`src/rtl/int_ack_sequencer.sv`:
```
// int_ack_sequencer: CPU-side 8259 INTA sequencer (sync INT, two INTA pulses, vector capture, valid/ready handoff)
module int_ack_sequencer #(
  parameter int SYNC_STAGES    = 2,
  parameter int PULSE_CYCLES   = 2,
  parameter int GAP_CYCLES     = 2,
  parameter int RECOVER_CYCLES = 4
) (
  input  logic       clk,
  input  logic       reset,
  input  logic       int_req,
  input  logic       int_enable,
  input  logic [7:0] data_bus,
  input  logic       vector_ready,
  output logic       int_ack,
  output logic       busy,
  output logic [7:0] vector,
  output logic       vector_valid,
  output logic       vector_spurious,
  output logic [7:0] ack_count
);
  localparam int MAX_PG = (PULSE_CYCLES > GAP_CYCLES) ? PULSE_CYCLES : GAP_CYCLES;
  localparam int MAXC = (MAX_PG > RECOVER_CYCLES) ? MAX_PG : RECOVER_CYCLES;
  localparam int CW = $clog2(MAXC + 1);
  localparam logic [CW-1:0] P_LAST = CW'(PULSE_CYCLES - 1);
  localparam logic [CW-1:0] G_LAST = CW'(GAP_CYCLES - 1);
  localparam logic [CW-1:0] R_LAST = CW'(RECOVER_CYCLES - 1);
  typedef enum logic [2:0] {IDLE, ACK1, GAP, ACK2, DONE, RECOVER} state_t;
  state_t state;
  logic [CW-1:0] cnt;
  logic [SYNC_STAGES-1:0] sync;
  logic int_req_s;
  assign int_req_s = sync[SYNC_STAGES-1];
  always_ff @(posedge clk or posedge reset) begin
    if (reset) begin
      state           <= IDLE;
      cnt             <= '0;
      sync            <= '0;
      int_ack         <= 1'b0;
      busy            <= 1'b0;
      vector          <= 8'h00;
      vector_valid    <= 1'b0;
      vector_spurious <= 1'b0;
      ack_count       <= 8'h00;
    end else begin
      sync <= {sync[SYNC_STAGES-2:0], int_req};
      case (state)
        IDLE: if (int_req_s && int_enable) begin
          state   <= ACK1;
          cnt     <= '0;
          int_ack <= 1'b1;
          busy    <= 1'b1;
        end
        ACK1: if (cnt == P_LAST) begin
          state   <= GAP;
          cnt     <= '0;
          int_ack <= 1'b0;
        end else cnt <= cnt + 1'b1;
        // spurious flag reflects INT as seen at the instant the vector pulse begins
        GAP: if (cnt == G_LAST) begin
          state           <= ACK2;
          cnt             <= '0;
          int_ack         <= 1'b1;
          vector_spurious <= ~int_req_s;
        end else cnt <= cnt + 1'b1;
        ACK2: if (cnt == P_LAST) begin
          state        <= DONE;
          cnt          <= '0;
          int_ack      <= 1'b0;
          vector       <= data_bus;
          vector_valid <= 1'b1;
        end else cnt <= cnt + 1'b1;
        DONE: if (vector_ready) begin
          state        <= RECOVER;
          cnt          <= '0;
          vector_valid <= 1'b0;
          ack_count    <= ack_count + 8'd1;
        end
        RECOVER: if (cnt == R_LAST) begin
          state <= IDLE;
          cnt   <= '0;
          busy  <= 1'b0;
        end else cnt <= cnt + 1'b1;
        default: begin
          state   <= IDLE;
          cnt     <= '0;
          int_ack <= 1'b0;
          busy    <= 1'b0;
        end
      endcase
    end
  end
endmodule

```
`config.mk`:
```
export PLATFORM = sky130hd
export DESIGN_NAME = int_ack_sequencer
export DESIGN_NICKNAME = d
export VERILOG_FILES = /design/src/rtl/int_ack_sequencer.sv
export SDC_FILE = /design/constraint.sdc
export NUM_CORES = 1
export LEC_CHECK = 0
export ABC_AREA = 1
export CAP_MARGIN = 20
export CELL_PAD_IN_SITES_DETAIL_PLACEMENT = 1
export CELL_PAD_IN_SITES_GLOBAL_PLACEMENT = 2
export CORE_MARGIN = 2
export CORE_UTILIZATION = 31
export DETAILED_ROUTE_END_ITERATION = 8
export PLACE_DENSITY_LB_ADDON = 0.1
export RECOVER_POWER = 100
export SLEW_MARGIN = 25
export SYNTH_ARGS = -nofsm -noshare
export SYNTH_HDL_FRONTEND = slang
export SYNTH_SLANG_ARGS = --single-unit
```
`constraint.sdc`:
```
create_clock -name clk -period 2.9 [get_ports clk]
set_input_delay 0.435 -clock clk [delete_from_list [all_inputs] [get_ports clk]]
set_output_delay 0.435 -clock clk [all_outputs]
set_load 0.02 [all_outputs]
```
==> results.sh, run 1 <==
export IMPL_core_area_um2=4660
export IMPL_nets=230
export IMPL_hold_slack_ns=0.387
export IMPL_rows=25
export IMPL_clk_latency_ns=0.27
export IMPL_drc=0
export IMPL_ant_nets=0
export IMPL_start_util_pct=31.9
export IMPL_place_congestion=0.795
export IMPL_cts_tree="done"
export IMPL_grt_usage_pct=15.1
export IMPL_grt_pass1_wl_mm=6.32
export IMPL_die_area_um2=5360
export IMPL_required_ns=3.02
export IMPL_hold_viol=0
export IMPL_maxCapViolCount=1
export IMPL_status="finished, violations left"
export IMPL_fmax_mhz=530
export IMPL_yosys_warnings=0
export IMPL_dpl_hpwl_mm=2.72
export IMPL_worst_slew_pin_slew_ns=1.55
export IMPL_cp_end_kind="asynchronous set/reset pin"
export IMPL_die_h_um=73.2
export IMPL_p_switching_w=0.000836
export IMPL_worstSetupPathType="in -> async"
export IMPL_hold_class="reg -> reg"
export IMPL_clock_path_buffers=2
export IMPL_peakVddDrop_v=0.000338
export IMPL_antenna_found_initial=0
export IMPL_syn_num_nets=195
export IMPL_seq_power_share_pct=37.6
export IMPL_rsz0062_at_grt="no"
export IMPL_finalMaxSlewViolations=29
export IMPL_setup_violations=0
export IMPL_drt_iter0_markers=48
export IMPL_layout_drive_gt1_share_pct=3.79
export IMPL_fin_util_pct=39.6
export IMPL_yosysUniqueCellTypes=27
export IMPL_io_buffers=32
export IMPL_skew_ns=0.00282
export IMPL_antennaDiodeCount=0
export IMPL_worst_path_buf_inv=3
export IMPL_die_w_um=73.2
export IMPL_p_comb_share_pct=49.7
export IMPL_critPathTopFamily="buffers and inverters"
export IMPL_cts_setup_buffers=0
export IMPL_violations="capacitance limit, slew limit"
export IMPL_cp_arrival_ns=2.00
export IMPL_grt_max_degree=29
export IMPL_vias_per_cell=4.67
export IMPL_htreeDepth=1
export IMPL_fin_tns_setup_ns=0
export IMPL_syn_inst=177
export IMPL_cts_clk_slew_worst_paths_ns=0.09
export IMPL_fin_ws_ns=1.01
export IMPL_swShare_pct=44.6
export IMPL_holdBufCountCts=0
export IMPL_crit_path_max_fanout=28
export IMPL_numCtsBuffers=3
export IMPL_worstPathCellList="clkdlybuf4s50_1 > inv_1 > clkbuf_1"
export IMPL_dr_pass1_iters=4
export IMPL_power_density_nw_per_um2=1010
export IMPL_num_vias=1238
export IMPL_post_cts_resize_count=0
export IMPL_grt_overflow=0
export IMPL_seq_area_frac_synth_pct=47.1
export IMPL_dp_slack_ns=1.24
export IMPL_period_share_pct=65.1
export IMPL_total_power_w=0.00187
export IMPL_cp_slowest_cell="clkbuf_1"
export IMPL_syn_area_um2=1490
export IMPL_start_kind="input port"
export IMPL_p_int_w=0.00104
export IMPL_routedWlPerCell_um=13.2
export IMPL_avgSynthCellArea_um2=8.40
export IMPL_syn_to_final_growth_pct=24.2
export IMPL_fin_crit_ns=1.89
export IMPL_cts_root_buf="clkbuf_8"
export IMPL_grt_pass1_vias=1374
export IMPL_p_clk_share_pct=12.7
export IMPL_wirelength_mm=3.49
export IMPL_clock_sinks=28
export IMPL_io_pins=33
export IMPL_cpPeakStageDelay_ns=1.11
export IMPL_ys_seq_elements=28
export IMPL_relSlewSlack_pct=-3.13
export IMPL_power_leakage_nw=0.998
## synthesized netlist by cell type (all sizes together)
library cell | instances | area share [%]
nand3b | 1 | 0.51
inv | 31 | 8.0
xnor2 | 1 | 0.59
nand3 | 18 | 7.2
nor3 | 1 | 0.34
o21bai | 1 | 0.51
a21oi | 2 | 0.67
nor2 | 10 | 4.3
nand4 | 4 | 1.7
ha | 5 | 4.2
o21ai | 17 | 7.7
buf | 3 | 2.0
and2 | 1 | 0.42
dfrtp | 28 | 47
xor2 | 2 | 1.2
nand2 | 52 | 13
## layout by cell type (no fill, tap or decap), drive strengths merged, types with 4 or more instances in the layout
cell type	Yosys	layout
nand2	52	52
inv	31	31
dfrtp	28	28
dlygate4sd3	0	21
nand3	18	18
o21ai	17	17
clkdlybuf4s50	0	11
nor2	10	10
ha	5	5
clkbuf	0	5
nand4	4	4
## power groups by stage
stage,Clock (W),Sequential (W),Combinational [W]
floorplan,0,0.000811,0.000559
global placement,0,0.000725,0.00101
detailed placement,0,0.000732,0.00104
CTS,0.000249,0.000728,0.00105
global route,0.000269,0.000734,0.00106
finish,0.000238,0.000705,0.000931
## cell type report
class / instances / area [um^2]
Timing Repair Buffer: 33 / 324
Multi-Input combinational cell: 115 / 581
Sequential cell: 28 / 701
Inverter: 31 / 119
Clock buffer: 4 / 55.1
Tap cell: 54 / 67.6
Fill cell: 564 / 2810
## final timing paths
path | cells past startpoint | start | to | slack (ns)
setup / recovery | 3 | reset | state[1] | 1.01
setup reg to reg | 7 | cnt[1] | vector[0] | 1.09
max in group clk | 1 | ack_count[3] | ack_count[3] | 1.06
hold reg to reg | 0 | sync[0] | sync[1] | 0.39
hold / removal | 0 | sync[0] | sync[1] | 0.39
min in group asynchronous | 3 | reset | cnt[0] | 0.99
## metrics by stage
| step | cell area (um^2) | std cells |
|---|---|---|
| floorplan | 1490 | 177 |
| global placement | 1850 | 261 |
| detailed placement | 1850 | 261 |
| CTS | 1910 | 265 |
| global route | 1850 | 265 |
| finish | 1850 | 265 |
## per-layer routing
layer,up-vias,share of wire [%],GRT usage [%]
li1,619,-,-
met1,602,44,19.9
met2,15,52,25.4
met3,2,2.7,3.18
met4,0,0.74,3.70
met5,-,0,0
## sequential cells by signal (all words and copies together) (netlist names)
signal,flops
int_ack,1
busy,1
cnt,3
sync,2
state,3
vector_spurious,1
vector,8
ack_count,8
vector_valid,1
## cells by family (layout without fill, tap and decap cells)
| family | after synthesis | after routing | synth area share [%] |
|---|---|---|---|
| compound gates | 20 | 20 | 8.92 |
| fa+ha+maj | 5 | 5 | 4.21 |
| xor+xnor | 3 | 3 | 1.77 |
| buf+inv | 34 | 68 | 10.0 |
| simple gates | 87 | 87 | 27.9 |
| flops | 28 | 28 | 47.1 |
Power figures use the tool's default switching activity.
==> run 2: changes to the inputs <==
- CORE_UTILIZATION: 31 -> 29
- clock period: 2.9 -> 1.83 ns (I/O delays scaled with it)
==> run 2 against run 1 <==
  * The flow now finishes without violations
  * Clock power up 60%
  * Utilization down 1.9 points
  * Setup slack worse by 0.88 ns
  * Sequential share of layout area decreased by 0.88 points
  * Clock skew is 0.0010 ns lower
  * Clock-buffer cell count unchanged
  * Register-to-register slack worse by 0.84 ns
  * Worst hold slack worse by 0.029 ns
  * Via count is 1.3% higher
  * Sequential cell count unchanged
  * Non-clock buffer count unchanged
  * Final cell count grew 6.0%
  * Critical path type is now reg -> out
  * Highest routed layer unchanged
==> results.sh, run 2 (same netlist as run 1, synthesis figures left out) <==
export IMPL_cts_clk_slew_worst_paths_ns=0.09
export IMPL_cts_root_buf="clkbuf_8"
export IMPL_maxCapViolCount=0
export IMPL_worstSetupPathType="reg -> out"
export IMPL_power_density_nw_per_um2=1590
export IMPL_grt_pass1_vias=1245
export IMPL_fin_tns_setup_ns=0
export IMPL_grt_max_degree=29
export IMPL_place_congestion=0.821
export IMPL_ant_nets=0
export IMPL_holdBufCountCts=0
export IMPL_grt_pass1_wl_mm=5.91
export IMPL_io_buffers=32
export IMPL_multiInputGateArea_um2=603
export IMPL_period_share_pct=92.5
export IMPL_rsz0062_at_grt="no"
export IMPL_hold_class="reg -> reg"
export IMPL_cp_slowest_cell="dlygate4sd3_1"
export IMPL_dpl_hpwl_mm=2.77
export IMPL_p_int_w=0.00165
export IMPL_total_power_w=0.00300
export IMPL_regArea_um2=701
export IMPL_p_comb_share_pct=49.5
export IMPL_numCtsBuffers=3
export IMPL_wirelength_mm=3.49
export IMPL_r2r_end="ack_count[4]"
export IMPL_skew_ns=0.00179
export IMPL_critPathCapture="ack_count[3]"
export IMPL_clk_latency_ns=0.27
export IMPL_syn_to_final_growth_pct=27.2
export IMPL_setup_violations=0
export IMPL_power_leakage_nw=1.00
export IMPL_grt_usage_pct=13.7
export IMPL_fin_cells=281
export IMPL_routedWlPerCell_um=12.4
export IMPL_cts_setup_buffers=0
export IMPL_clock_sinks=28
export IMPL_htreeDepth=1
export IMPL_cp_num_cells=1
export IMPL_post_cts_resize_count=0
export IMPL_layout_drive_gt1_share_pct=5.21
export IMPL_hold_viol=0
export IMPL_reg2reg_from="state[0]"
export IMPL_p_switching_w=0.00135
export IMPL_core_area_um2=5010
export IMPL_die_area_um2=5710
export IMPL_num_vias=1254
export IMPL_final_cell_mix="nand2_1, inv_1, dfrtp_1"
export IMPL_antennaDiodeCount=0
export IMPL_peakVddDrop_v=0.000681
export IMPL_start_kind="flip-flop"
export IMPL_critPathTopFamily="buffers and inverters"
export IMPL_clock_path_buffers=2
export IMPL_status="complete, no violations"
export IMPL_required_ns=1.56
export IMPL_seq_power_share_pct=37.9
export IMPL_worst_slew_pin_slew_ns=0.713
export IMPL_worst_path_buf_inv=1
export IMPL_start_util_pct=29.7
export IMPL_drc=0
export IMPL_fin_crit_ns=1.69
export IMPL_cts_tree="done"
export IMPL_io_pins=33
export IMPL_swShare_pct=44.9
export IMPL_grt_overflow=0
export IMPL_fin_ws_ns=0.138
export IMPL_cp_end_kind="primary output"
export IMPL_nFillCells=619
export IMPL_relSlewSlack_pct=52.4
export IMPL_r2r_setup_slack_ns=0.25
export IMPL_nets=230
export IMPL_cp_arrival_ns=1.42
export IMPL_die_h_um=75.6
export IMPL_placed_cells=277
export IMPL_reg_top3="ack_count (8), vector (8)"
export IMPL_drt_iter0_markers=85
export IMPL_vias_per_cell=4.46
export IMPL_hold_slack_ns=0.357
export IMPL_dp_slack_ns=0.308
export IMPL_finalMaxSlewViolations=0
export IMPL_dr_pass1_iters=4
export IMPL_antenna_found_initial=0
export IMPL_r2r_cells=6
export IMPL_die_w_um=75.6
export IMPL_p_clk_share_pct=12.7
export IMPL_cpPeakStageDelay_ns=0.70
export IMPL_rows=26
export IMPL_startpoint="ack_count[3]"
export IMPL_fmax_mhz=591
export IMPL_mostFrequentLayoutCell="nand2_1"
export IMPL_worstPathCellList="dlygate4sd3_1"
export IMPL_crit_path_max_fanout=4
==> run 2: cell types whose count changed in the layout (fill, tap and decap cells not counted), sizes merged <==
cell,previous run,this run
clkdlybuf4s50,11,10
dlygate4sd3,21,22
==> run 2: final cells by class <==
class	count	area share [%]
clock buffer	4	2.91
sequential	28	37.1
inverter	31	6.29
multi-input combinational	115	31.9
timing repair buffer	33	17.2
tap	70	4.63
==> run 2: metrics by stage <==
stage | cell area, um^2 | util, %
2_1_floorplan | 1490 | -
3_3_place_gp | 1870 | 37.4
3_5_place_dp | 1870 | 37.4
4_1_cts | 1930 | 38.5
5_1_grt | 1890 | 37.7
6_report | 1890 | 37.7
==> run 2: power groups by stage <==
stage	Clock [W]	Combinational, W	Sequential, W
after floorplan	0	0.000886	0.00129
after detailed placement	0	0.00164	0.00116
after global routing	0.000433	0.00168	0.00118
after CTS	0.000410	0.00165	0.00115
after global placement	0	0.00162	0.00115
final	0.000380	0.00149	0.00114
==> run 2: worst min-delay path by stage <==
stage,from,endpoint,slack (ns),depth (start not counted)
final,sync[0],sync[1],0.36,0
after global routing,sync[0],sync[1],0.38,0
after CTS,sync[0],sync[1],0.36,0
after detailed placement,sync[0],sync[1],0.34,0
after global placement,sync[0],sync[1],0.34,0
after floorplan,int_req,sync[0],0.31,0
==> run 2: per-layer routing <==
| layer | global-route usage [%] | routed length (um) |
|---|---|---|
| met2 | 21.4 | 1710 |
| met5 | 0 | 0 |
| met3 | 3.17 | 133 |
| met4 | 5.26 | 74 |
| met1 | 18.4 | 1580 |
==> run 3: changes to the inputs <==
- clock period: 1.83 -> 1.82 ns (I/O delays scaled with it)
==> run 3 against run 2 <==
  * Die area did not move
  * Largest power group unchanged
  * Sequential cell count did not move
  * Non-clock buffer count stayed put
  * Routed wire length up 0.37%
  * Highest routed layer unchanged
  * Sequential power about the same
==> results.sh, run 3 (same netlist as run 1, synthesis figures left out) <==
export IMPL_dpl_hpwl_mm=2.78
export IMPL_drc=0
export IMPL_seq_power_share_pct=38.1
export IMPL_cts_clk_slew_worst_paths_ns=0.10
export IMPL_vias_per_cell=4.42
export IMPL_worst_path_buf_inv=1
export IMPL_clock_sinks=28
export IMPL_holdBufCountCts=0
export IMPL_nFillCells=615
export IMPL_htreeDepth=1
export IMPL_swShare_pct=45.6
export IMPL_rsz0062_at_grt="no"
export IMPL_antenna_found_initial=0
export IMPL_hold_viol=0
export IMPL_critPathTopFamily="buffers and inverters"
export IMPL_drt_iter0_markers=40
export IMPL_finalMaxSlewViolations=0
export IMPL_grt_pass1_vias=1332
export IMPL_num_vias=1238
export IMPL_maxCapViolCount=0
export IMPL_syn_to_final_growth_pct=26.4
export IMPL_setup_violations=0
export IMPL_die_area_um2=5710
export IMPL_p_switching_w=0.00136
export IMPL_cp_arrival_ns=1.39
export IMPL_hold_slack_ns=0.380
export IMPL_dr_pass1_iters=4
export IMPL_routedWlPerCell_um=12.5
export IMPL_required_ns=1.55
export IMPL_p_comb_share_pct=50.3
export IMPL_fmax_mhz=601
export IMPL_antennaDiodeCount=0
export IMPL_grt_pass1_wl_mm=6.14
export IMPL_p_int_w=0.00162
export IMPL_r2r_cells=6
export IMPL_start_kind="flip-flop"
export IMPL_clk_latency_ns=0.27
export IMPL_place_congestion=0.838
export IMPL_mostFrequentLayoutCell="nand2_1"
export IMPL_wirelength_mm=3.51
export IMPL_rows=26
export IMPL_cts_tree="done"
export IMPL_worstPathCellList="dlygate4sd3_1"
export IMPL_power_density_nw_per_um2=1580
export IMPL_period_share_pct=91.4
export IMPL_die_w_um=75.6
export IMPL_core_area_um2=5010
export IMPL_crit_path_max_fanout=4
export IMPL_numCtsBuffers=3
export IMPL_power_leakage_nw=0.996
export IMPL_p_clk_share_pct=11.5
export IMPL_final_cell_mix="nand2_1, inv_1, dfrtp_1"
export IMPL_cp_num_cells=1
export IMPL_reg_top3="ack_count (8), vector (8)"
export IMPL_fin_tns_setup_ns=0
export IMPL_cp_slowest_cell="dlygate4sd3_1"
export IMPL_io_pins=33
export IMPL_io_buffers=32
export IMPL_start_util_pct=29.7
export IMPL_nets=230
export IMPL_die_h_um=75.6
export IMPL_grt_usage_pct=14.1
export IMPL_hold_class="reg -> reg"
export IMPL_min_path_cells=0
export IMPL_fin_crit_ns=1.66
export IMPL_clock_path_buffers=2
export IMPL_layout_drive_gt1_share_pct=5.71
export IMPL_cp_end_kind="primary output"
export IMPL_status="complete, no violations"
export IMPL_skew_ns=0.00430
export IMPL_peakVddDrop_v=0.000597
export IMPL_ant_nets=0
export IMPL_worstSetupPathType="reg -> out"
export IMPL_cts_setup_buffers=0
export IMPL_relSlewSlack_pct=51.7
export IMPL_worst_slew_pin_slew_ns=0.724
export IMPL_post_cts_resize_count=0
export IMPL_grt_overflow=0
export IMPL_grt_max_degree=29
export IMPL_cts_root_buf="clkbuf_8"
export IMPL_cpPeakStageDelay_ns=0.69
[run 3: changes by cell type in the layout (fill, tap and decap cells not counted)]
cell	before	now
and2_0	0	1
and2_1	1	0
clkbuf_8	4	3
inv_1	30	29
inv_2	0	1
nand2_1	52	51
nand2_2	0	1
o21ai_0	16	15
o21ai_1	0	1
[run 3: through the flow]
stage / util (%) / instances / power [W] / setup WS [ns] / instance area [um^2]
floorplan: - / 177 / 0.00218 / 0.505 / 1490
global placement: 37.4 / 277 / 0.00278 / 0.272 / 1870
detailed placement: 37.4 / 277 / 0.00281 / 0.234 / 1870
CTS: 38.2 / 280 / 0.00317 / 0.191 / 1910
global route: 37.5 / 280 / 0.00328 / 0.0675 / 1880
finish: 37.5 / 280 / 0.00298 / 0.157 / 1880
[run 3: path summary, 6_finish.rpt]
check | from | to | slack, ns
worst max-delay path | ack_count[3] | ack_count[3] | 0.16
worst min-delay path | sync[0] | sync[1] | 0.38
worst max register to register | state[0] | ack_count[4] | 0.26
worst min register to register | sync[0] | sync[1] | 0.38
max in group asynchronous | reset | vector[0] | 0.73
min in group asynchronous | reset | vector[4] | 0.63
[run 3: area by class of cell]
type                    count  area [um^2]  area share, %
flip-flops and latches     28          701           37.3
repair buffers             33          325           17.3
multi-input cells         115          606           32.2
inverters                  31          119           6.32
well taps                  70         87.6           4.66
clock buffers               3         41.3           2.20
[run 3: power groups by stage]
stage / sequential, W / combinational, W / clock [W]
2_1_floorplan: 0.00129 / 0.000891 / 0
3_3_place_gp: 0.00115 / 0.00163 / 0
3_5_place_dp: 0.00116 / 0.00165 / 0
4_1_cts: 0.00115 / 0.00166 / 0.000361
5_1_grt: 0.00119 / 0.00169 / 0.000390
6_report: 0.00113 / 0.00150 / 0.000343
[run 3: metal layers]
metal | global-route usage, % | vias up | wire [um]
met2 | 24.7 | 14 | 1800
li1 | - | 622 | -
met4 | 3.51 | 0 | 18
met5 | 0 | - | 0
met3 | 2.51 | 2 | 104
met1 | 18.1 | 600 | 1580
